File: src/rtl/dmem_arb_pkg.sv
// Shared types for the data-memory arbiter: FSM states, read owner and the
// read-tag record that follows each granted read through the RAM latency.
package dmem_arb_pkg;

    typedef enum logic [0:0] {
        S_CPU_PRI,
        S_HOST_LOCK
    } arb_state_t;

    typedef enum logic {
        OWN_CPU,
        OWN_HOST
    } owner_t;

    typedef struct packed {
        logic   valid;
        owner_t owner;
    } rd_tag_t;

    localparam rd_tag_t RD_TAG_IDLE = '{valid: 1'b0, owner: OWN_CPU};

    function automatic logic tag_hit(input rd_tag_t tag, input owner_t who);
        return tag.valid && (tag.owner == who);
    endfunction

endpackage

File: src/rtl/dmem_arbiter_if.sv
// Bus bundle between the two requesters, the arbiter and the single-port RAM.
// The arbiter takes the slave view; requesters and RAM together form the master view.
interface dmem_arbiter_if #(
    parameter int ADDR_W = 8,
    parameter int DATA_W = 16
);
    logic              cpu_req;
    logic              cpu_wr;
    logic [ADDR_W-1:0] cpu_addr;
    logic [DATA_W-1:0] cpu_wdata;
    logic              cpu_gnt;
    logic              cpu_rvalid;
    logic [DATA_W-1:0] cpu_rdata;

    logic              host_req;
    logic              host_wr;
    logic              host_lock;
    logic [ADDR_W-1:0] host_addr;
    logic [DATA_W-1:0] host_wdata;
    logic              host_gnt;
    logic              host_rvalid;
    logic [DATA_W-1:0] host_rdata;

    logic [ADDR_W-1:0] ram_addr;
    logic              ram_wr;
    logic [DATA_W-1:0] ram_wdata;
    logic [DATA_W-1:0] ram_rdata;

    modport slave (
        input  cpu_req, cpu_wr, cpu_addr, cpu_wdata,
        output cpu_gnt, cpu_rvalid, cpu_rdata,
        input  host_req, host_wr, host_lock, host_addr, host_wdata,
        output host_gnt, host_rvalid, host_rdata,
        output ram_addr, ram_wr, ram_wdata,
        input  ram_rdata
    );

    modport master (
        output cpu_req, cpu_wr, cpu_addr, cpu_wdata,
        input  cpu_gnt, cpu_rvalid, cpu_rdata,
        output host_req, host_wr, host_lock, host_addr, host_wdata,
        input  host_gnt, host_rvalid, host_rdata,
        input  ram_addr, ram_wr, ram_wdata,
        output ram_rdata
    );

endinterface

File: src/rtl/dmem_arbiter_rd_tag_pipe.sv
// Delay line for read tags: a tag entering with a granted read leaves exactly
// STAGES cycles later, aligned with the RAM read data it describes.
module rd_tag_pipe
    import dmem_arb_pkg::*;
#(
    parameter int STAGES = 1
) (
    input  logic    clk,
    input  logic    rst_n,
    input  rd_tag_t tag_in,
    output rd_tag_t tag_out
);

    rd_tag_t tag_p [STAGES];

    // Clearing the tags drops every in-flight read, so none is delivered after reset
    always_ff @(posedge clk or negedge rst_n) begin
        if (!rst_n) begin
            for (int i = 0; i < STAGES; i++) begin
                tag_p[i] <= RD_TAG_IDLE;
            end
        end else begin
            tag_p[0] <= tag_in;
            for (int i = 1; i < STAGES; i++) begin
                tag_p[i] <= tag_p[i-1];
            end
        end
    end

    assign tag_out = tag_p[STAGES-1];

endmodule

File: src/rtl/dmem_arbiter.sv
// Arbiter sharing one synchronous data RAM between the CPU (fixed priority) and a
// host/debug loader (anti-starvation forcing plus short locked bursts).
module dmem_arbiter
    import dmem_arb_pkg::*;
#(
    parameter int ADDR_W     = 8,
    parameter int DATA_W     = 16,
    parameter int RD_LAT     = 1,
    parameter int STARVE_MAX = 4,
    parameter int LOCK_MAX   = 8
) (
    input  logic          clk,
    input  logic          rst_n,
    dmem_arbiter_if.slave bus
);

    localparam int HW_W = $clog2(STARVE_MAX + 1);
    localparam int LC_W = $clog2(LOCK_MAX + 1);
    localparam logic [HW_W-1:0] HW_MAX = HW_W'(STARVE_MAX);
    localparam logic [LC_W-1:0] LC_MAX = LC_W'(LOCK_MAX);

    arb_state_t        state;
    arb_state_t        state_nx;
    logic [HW_W-1:0]   host_wait;
    logic [HW_W-1:0]   host_wait_nx;
    logic [LC_W-1:0]   lock_cnt;
    logic [LC_W-1:0]   lock_cnt_nx;
    logic              cpu_win;
    logic              host_win;
    logic [ADDR_W-1:0] win_addr;
    logic [DATA_W-1:0] win_wdata;
    logic [DATA_W-1:0] rd_data;
    rd_tag_t           tag_in;
    rd_tag_t           tag_out;

    function automatic logic [HW_W-1:0] wait_sat_inc(input logic [HW_W-1:0] v);
        return (v == HW_MAX) ? v : v + 1'b1;
    endfunction

    always_ff @(posedge clk or negedge rst_n) begin
        if (!rst_n) begin
            state     <= S_CPU_PRI;
            host_wait <= '0;
            lock_cnt  <= '0;
        end else begin
            state     <= state_nx;
            host_wait <= host_wait_nx;
            lock_cnt  <= lock_cnt_nx;
        end
    end

    // Grants are combinational and forced low while reset is asserted
    always_comb begin
        state_nx    = state;
        lock_cnt_nx = lock_cnt;
        cpu_win     = 1'b0;
        host_win    = 1'b0;
        if (rst_n) begin
            unique case (state)
                S_CPU_PRI: begin
                    if (bus.host_req && (host_wait == HW_MAX)) begin
                        host_win = 1'b1;
                    end else if (bus.cpu_req) begin
                        cpu_win = 1'b1;
                    end else if (bus.host_req) begin
                        host_win = 1'b1;
                    end
                    if (host_win && bus.host_lock) begin
                        state_nx    = S_HOST_LOCK;
                        lock_cnt_nx = LC_W'(1);
                    end
                end
                S_HOST_LOCK: begin
                    host_win = bus.host_req;
                    // The grant taken at LC_MAX is the last one of the burst
                    if (!bus.host_req || !bus.host_lock || (lock_cnt == LC_MAX)) begin
                        state_nx    = S_CPU_PRI;
                        lock_cnt_nx = '0;
                    end else begin
                        lock_cnt_nx = lock_cnt + 1'b1;
                    end
                end
                default: begin
                    state_nx    = S_CPU_PRI;
                    lock_cnt_nx = '0;
                end
            endcase
        end
    end

    always_comb begin
        host_wait_nx = wait_sat_inc(host_wait);
        if (!bus.host_req || host_win) begin
            host_wait_nx = '0;
        end
    end

    always_comb begin
        win_addr  = '0;
        win_wdata = '0;
        if (cpu_win) begin
            win_addr  = bus.cpu_addr;
            win_wdata = bus.cpu_wdata;
        end else if (host_win) begin
            win_addr  = bus.host_addr;
            win_wdata = bus.host_wdata;
        end
    end

    assign bus.cpu_gnt   = cpu_win;
    assign bus.host_gnt  = host_win;
    assign bus.ram_addr  = win_addr;
    assign bus.ram_wdata = win_wdata;
    assign bus.ram_wr    = (cpu_win && bus.cpu_wr) || (host_win && bus.host_wr);

    always_comb begin
        tag_in       = RD_TAG_IDLE;
        tag_in.valid = (cpu_win && !bus.cpu_wr) || (host_win && !bus.host_wr);
        tag_in.owner = host_win ? OWN_HOST : OWN_CPU;
    end

    // ---- read tag pipeline: grant cycle -> RD_LAT cycles later ----
    rd_tag_pipe #(
        .STAGES (RD_LAT)
    ) u_rd_tag_pipe (
        .clk     (clk),
        .rst_n   (rst_n),
        .tag_in  (tag_in),
        .tag_out (tag_out)
    );

    // ---- read return: steer RAM data to the tag owner only ----
    assign rd_data         = bus.ram_rdata;
    assign bus.cpu_rvalid  = tag_hit(tag_out, OWN_CPU);
    assign bus.host_rvalid = tag_hit(tag_out, OWN_HOST);
    assign bus.cpu_rdata   = tag_hit(tag_out, OWN_CPU)  ? rd_data : '0;
    assign bus.host_rdata  = tag_hit(tag_out, OWN_HOST) ? rd_data : '0;

    a_one_gnt: assert property (@(posedge clk) disable iff (!rst_n)
        !(bus.cpu_gnt && bus.host_gnt));
    a_one_rvalid: assert property (@(posedge clk) disable iff (!rst_n)
        !(bus.cpu_rvalid && bus.host_rvalid));

endmodule
File: src/flat_wrapper.sv
// flat-port wrapper written by rule: the top's interface ports become plain ports
module dmem_arbiter_flat import dmem_arb_pkg::*;
#(
    parameter int ADDR_W     = 8,
    parameter int DATA_W     = 16,
    parameter int RD_LAT     = 1,
    parameter int STARVE_MAX = 4,
    parameter int LOCK_MAX   = 8
)
  (clk, rst_n, bus_cpu_req, bus_cpu_wr, bus_cpu_addr, bus_cpu_wdata, bus_cpu_gnt, bus_cpu_rvalid, bus_cpu_rdata, bus_host_req, bus_host_wr, bus_host_lock, bus_host_addr, bus_host_wdata, bus_host_gnt, bus_host_rvalid, bus_host_rdata, bus_ram_addr, bus_ram_wr, bus_ram_wdata, bus_ram_rdata);
  dmem_arbiter_if #(.ADDR_W(ADDR_W), .DATA_W(DATA_W)) bus_i ();
  input  logic clk;
  input  logic rst_n;
  input wire logic [$bits(bus_i.cpu_req)-1:0] bus_cpu_req;
  input wire logic [$bits(bus_i.cpu_wr)-1:0] bus_cpu_wr;
  input wire logic [$bits(bus_i.cpu_addr)-1:0] bus_cpu_addr;
  input wire logic [$bits(bus_i.cpu_wdata)-1:0] bus_cpu_wdata;
  output wire logic [$bits(bus_i.cpu_gnt)-1:0] bus_cpu_gnt;
  output wire logic [$bits(bus_i.cpu_rvalid)-1:0] bus_cpu_rvalid;
  output wire logic [$bits(bus_i.cpu_rdata)-1:0] bus_cpu_rdata;
  input wire logic [$bits(bus_i.host_req)-1:0] bus_host_req;
  input wire logic [$bits(bus_i.host_wr)-1:0] bus_host_wr;
  input wire logic [$bits(bus_i.host_lock)-1:0] bus_host_lock;
  input wire logic [$bits(bus_i.host_addr)-1:0] bus_host_addr;
  input wire logic [$bits(bus_i.host_wdata)-1:0] bus_host_wdata;
  output wire logic [$bits(bus_i.host_gnt)-1:0] bus_host_gnt;
  output wire logic [$bits(bus_i.host_rvalid)-1:0] bus_host_rvalid;
  output wire logic [$bits(bus_i.host_rdata)-1:0] bus_host_rdata;
  output wire logic [$bits(bus_i.ram_addr)-1:0] bus_ram_addr;
  output wire logic [$bits(bus_i.ram_wr)-1:0] bus_ram_wr;
  output wire logic [$bits(bus_i.ram_wdata)-1:0] bus_ram_wdata;
  input wire logic [$bits(bus_i.ram_rdata)-1:0] bus_ram_rdata;
  assign bus_i.cpu_req = bus_cpu_req;
  assign bus_i.cpu_wr = bus_cpu_wr;
  assign bus_i.cpu_addr = bus_cpu_addr;
  assign bus_i.cpu_wdata = bus_cpu_wdata;
  assign bus_cpu_gnt = bus_i.cpu_gnt;
  assign bus_cpu_rvalid = bus_i.cpu_rvalid;
  assign bus_cpu_rdata = bus_i.cpu_rdata;
  assign bus_i.host_req = bus_host_req;
  assign bus_i.host_wr = bus_host_wr;
  assign bus_i.host_lock = bus_host_lock;
  assign bus_i.host_addr = bus_host_addr;
  assign bus_i.host_wdata = bus_host_wdata;
  assign bus_host_gnt = bus_i.host_gnt;
  assign bus_host_rvalid = bus_i.host_rvalid;
  assign bus_host_rdata = bus_i.host_rdata;
  assign bus_ram_addr = bus_i.ram_addr;
  assign bus_ram_wr = bus_i.ram_wr;
  assign bus_ram_wdata = bus_i.ram_wdata;
  assign bus_i.ram_rdata = bus_ram_rdata;
  dmem_arbiter #(.ADDR_W(ADDR_W), .DATA_W(DATA_W), .RD_LAT(RD_LAT), .STARVE_MAX(STARVE_MAX), .LOCK_MAX(LOCK_MAX)) u_core (.clk(clk), .rst_n(rst_n), .bus(bus_i));
endmodule
File: config.mk
export PLATFORM = sky130hd
export DESIGN_NAME = dmem_arbiter_flat
export DESIGN_NICKNAME = d
export VERILOG_FILES = /design/src/rtl/dmem_arb_pkg.sv /design/src/rtl/dmem_arbiter_if.sv /design/src/rtl/dmem_arbiter_rd_tag_pipe.sv /design/src/rtl/dmem_arbiter.sv /design/src/flat_wrapper.sv
export SDC_FILE = /design/constraint.sdc
export NUM_CORES = 1
export LEC_CHECK = 0
export ABC_AREA = 1
export BUFFER_PORTS_ARGS = -buffer_cell sky130_fd_sc_hd__buf_2
export CAP_MARGIN = 10
export CORE_MARGIN = 2
export CORE_UTILIZATION = 38
export DETAILED_ROUTE_END_ITERATION = 6
export PLACE_DENSITY = 0.86
export SYNTH_ARGS = -nofsm -noshare
export SYNTH_HDL_FRONTEND = slang
export SYNTH_HIERARCHICAL = 1
export SYNTH_SLANG_ARGS = --single-unit
File: constraint.sdc
create_clock -name clk -period 3.5 [get_ports clk]
set_input_delay 0.35 -clock clk [delete_from_list [all_inputs] [get_ports clk]]
set_output_delay 0.35 -clock clk [all_outputs]
set_load 0.05 [all_outputs]
==> qor.csv <==
metric;value;unit
fmax;406.4;MHz
end_kind;output port;
drtIter0Drc;41;
outcome;completed;
post_dp_cell_area;1882;µm²
ant_nets;0;
final_nets;420;
cts.path.max_buffers;2;
post_cts_resized;0;
wl_per_cell;9.675;µm
core;3103;µm²
post-cts-setup-buffers;0;
route.detailed.drc;0;
grt_max_degree;28;
place_hpwl;3.108;mm
htreeDepth;1;
cts_hold_buffers;1;
min_period_over_period;0.7030;
synth_seq_area_share;0.1986;
hold_viol;0;
p_leak;0.001377;µW
final_common_cell;buf_2;
clk_pin_slew_worst_paths;0.06;ns
final_area;1928;µm²
postRouteWirelength;3.754;mm
yosysWarningCount;6;
insertedDiodeCount;0;
rows;20;
peakVddDrop;0.3241;mV
cap_viol_max_count;0;
p_sw;321.9;µW
post-route-min-period;2.461;ns
critPathRequiredTime;3.15;ns
viasPerCell;4.490;
syn_inst;216;
num_vias;1742;
grt_pass1_vias;1346;
finalNonFillerCells;388;
die-area;3792;µm²
antenna_found_initial;0;
worstSkewPairLatency;0.26;ns
die_h;61.58;µm
worst_pin_slew;0.5114;ns
r2r-start;u_core/host_wait[0];
numCtsBuffers;3;
drv_slew;0;
final_cell_mix;131 x buf_2, 77 x nand2_1, 36 x nor2_1, 28 x inv_1, 27 x nand3_1;
dp_cells;383;
cp-start-kind;primary input;
synthDistinctLibCells;25;
fin_tns_setup;0;ns
track_usage;0.1766;
synth_flop_cell;dfrtp_1;
relSlewSlack;0.6578;
yosys_register_bits;10;
die_x;61.58;µm
grt_pass1_wl;5.223;mm
setup_violations;0;
synth.cell_area;1260;µm²
syn_avg_cell_area;5.833;µm²
gp_congestion;0.7809;
worstHoldStart;bus_host_wr;
portBuffers;131;
io_pins;132;
hold_class;in -> reg;
swShare;0.5193;
clockPowerShare;0.167;
start_util;0.4060;
area_growth;53.03;%
clock-root-buffer;clkbuf_4;
path_class;in -> out;
clock-sinks;10;
drive_above_1_share;0.4419;
skew;0.001979;ns
synthArstFlopShare;1.000;
intPower;298.0;µW
p_seq_frac;0.246;
pwr-share-comb;0.587;
worstPathMaxFanout;26;
cts_tree;yes;
worstSetupStartpoint;rst_n;
gr-total-overflow;0;
dr.pass1.iters;4;
power_density;321.5;nW/µm²
rsz0062_at_grt;no;
cp.arrival;2.11;ns
syn_nets;291;
synth_edf_count;0;
==> path summary, 6_finish.rpt <==
kind,slack (ns),end,depth (start not counted)
min in group asynchronous,0.51,u_core/state,2
min,0.33,u_core/u_rd_tag_pipe/tag_out[1],2
min reg2reg,0.55,u_core/host_wait[1],2
max reg2reg,1.88,u_core/host_wait[1],8
max in group asynchronous,2.75,u_core/lock_cnt[1],2
max,1.04,bus_ram_wdata[9],7
==> metrics by stage <==
| step | utilization | power, µW | hold slack (ns) | worst slack [ns] |
|---|---|---|---|---|
| after floorplan | - | 427.8 | 0.05441 | 0.9646 |
| after global placement | 0.6065 | 512.1 | 0.2538 | 1.446 |
| after detailed placement | 0.6065 | 517.3 | 0.2598 | 1.414 |
| after CTS | 0.6214 | 624.1 | 0.3221 | 1.032 |
| after global routing | 0.6214 | 664.3 | 0.3186 | 0.8602 |
| final | 0.6214 | 619.9 | 0.3284 | 1.039 |
==> registers in the layout, summed over array words and instances (netlist names) <==
name,flops
u_core/lock_cnt,4
u_core/host_wait,3
u_core/u_rd_tag_pipe/tag_out,2
u_core/state,1
==> routing by layer <==
layer	part of all wire	up-vias	global-route usage
met3	0.097	4	0.02521
met2	0.50	92	0.3504
met5	0	-	0
met1	0.40	734	0.1982
met4	0.0077	0	0.03040
li1	-	912	-
==> worst max-delay path: stages <==
cell and delay, ns:
dlygate4sd3_1 0.52, buf_2 0.30, inv_2 0.13, nor2_8 0.32, nand3_1 0.13, nand2_1 0.09
buf_2 0.26
==> power groups by stage <==
stage	logic, µW	registers [µW]	clock network (µW)
after global routing	395	155	114
after floorplan	278	150	0
after global placement	359	153	0
final	364	153	103
after CTS	366	152	107
after detailed placement	364	154	0
==> final cells by class <==
class,count,area [µm²]
Multi-Input combinational cell,166,795.8
Clock buffer,4,36.28
Inverter,32,125.1
Tap cell,44,55.05
Sequential cell,10,250.2
Fill cell,309,1175
Timing Repair Buffer,132,665.6
==> cell usage after synthesis (2+ instances only) <==
cell | count | area (µm²)
ha_1 | 4 | 50.05
nand3_2 | 3 | 30.03
nand2_4 | 2 | 22.52
dfrtp_1 | 10 | 250.2
nand3_1 | 27 | 135.1
nand3b_1 | 2 | 15.01
nand2_2 | 6 | 37.54
inv_2 | 3 | 11.26
nand2_1 | 77 | 289.0
nor2_1 | 36 | 135.1
inv_1 | 28 | 105.1
a21oi_1 | 2 | 10.01
buf_6 | 4 | 45.04
==> kinds of logic (layout without fill, tap and decap cells) <==
group / count (synthesis) / after routing / share of synthesized area
buffers and inverters: 40 / 168 / 0.1698
XOR/XNOR: 2 / 2 / 0.01391
flip-flops: 10 / 10 / 0.1986
adder cells (fa/ha/maj): 4 / 4 / 0.03972
AO/OA/AOI/OAI: 3 / 3 / 0.01191
AND/OR/NAND/NOR: 157 / 157 / 0.5660
Power figures use the tool's default switching activity.
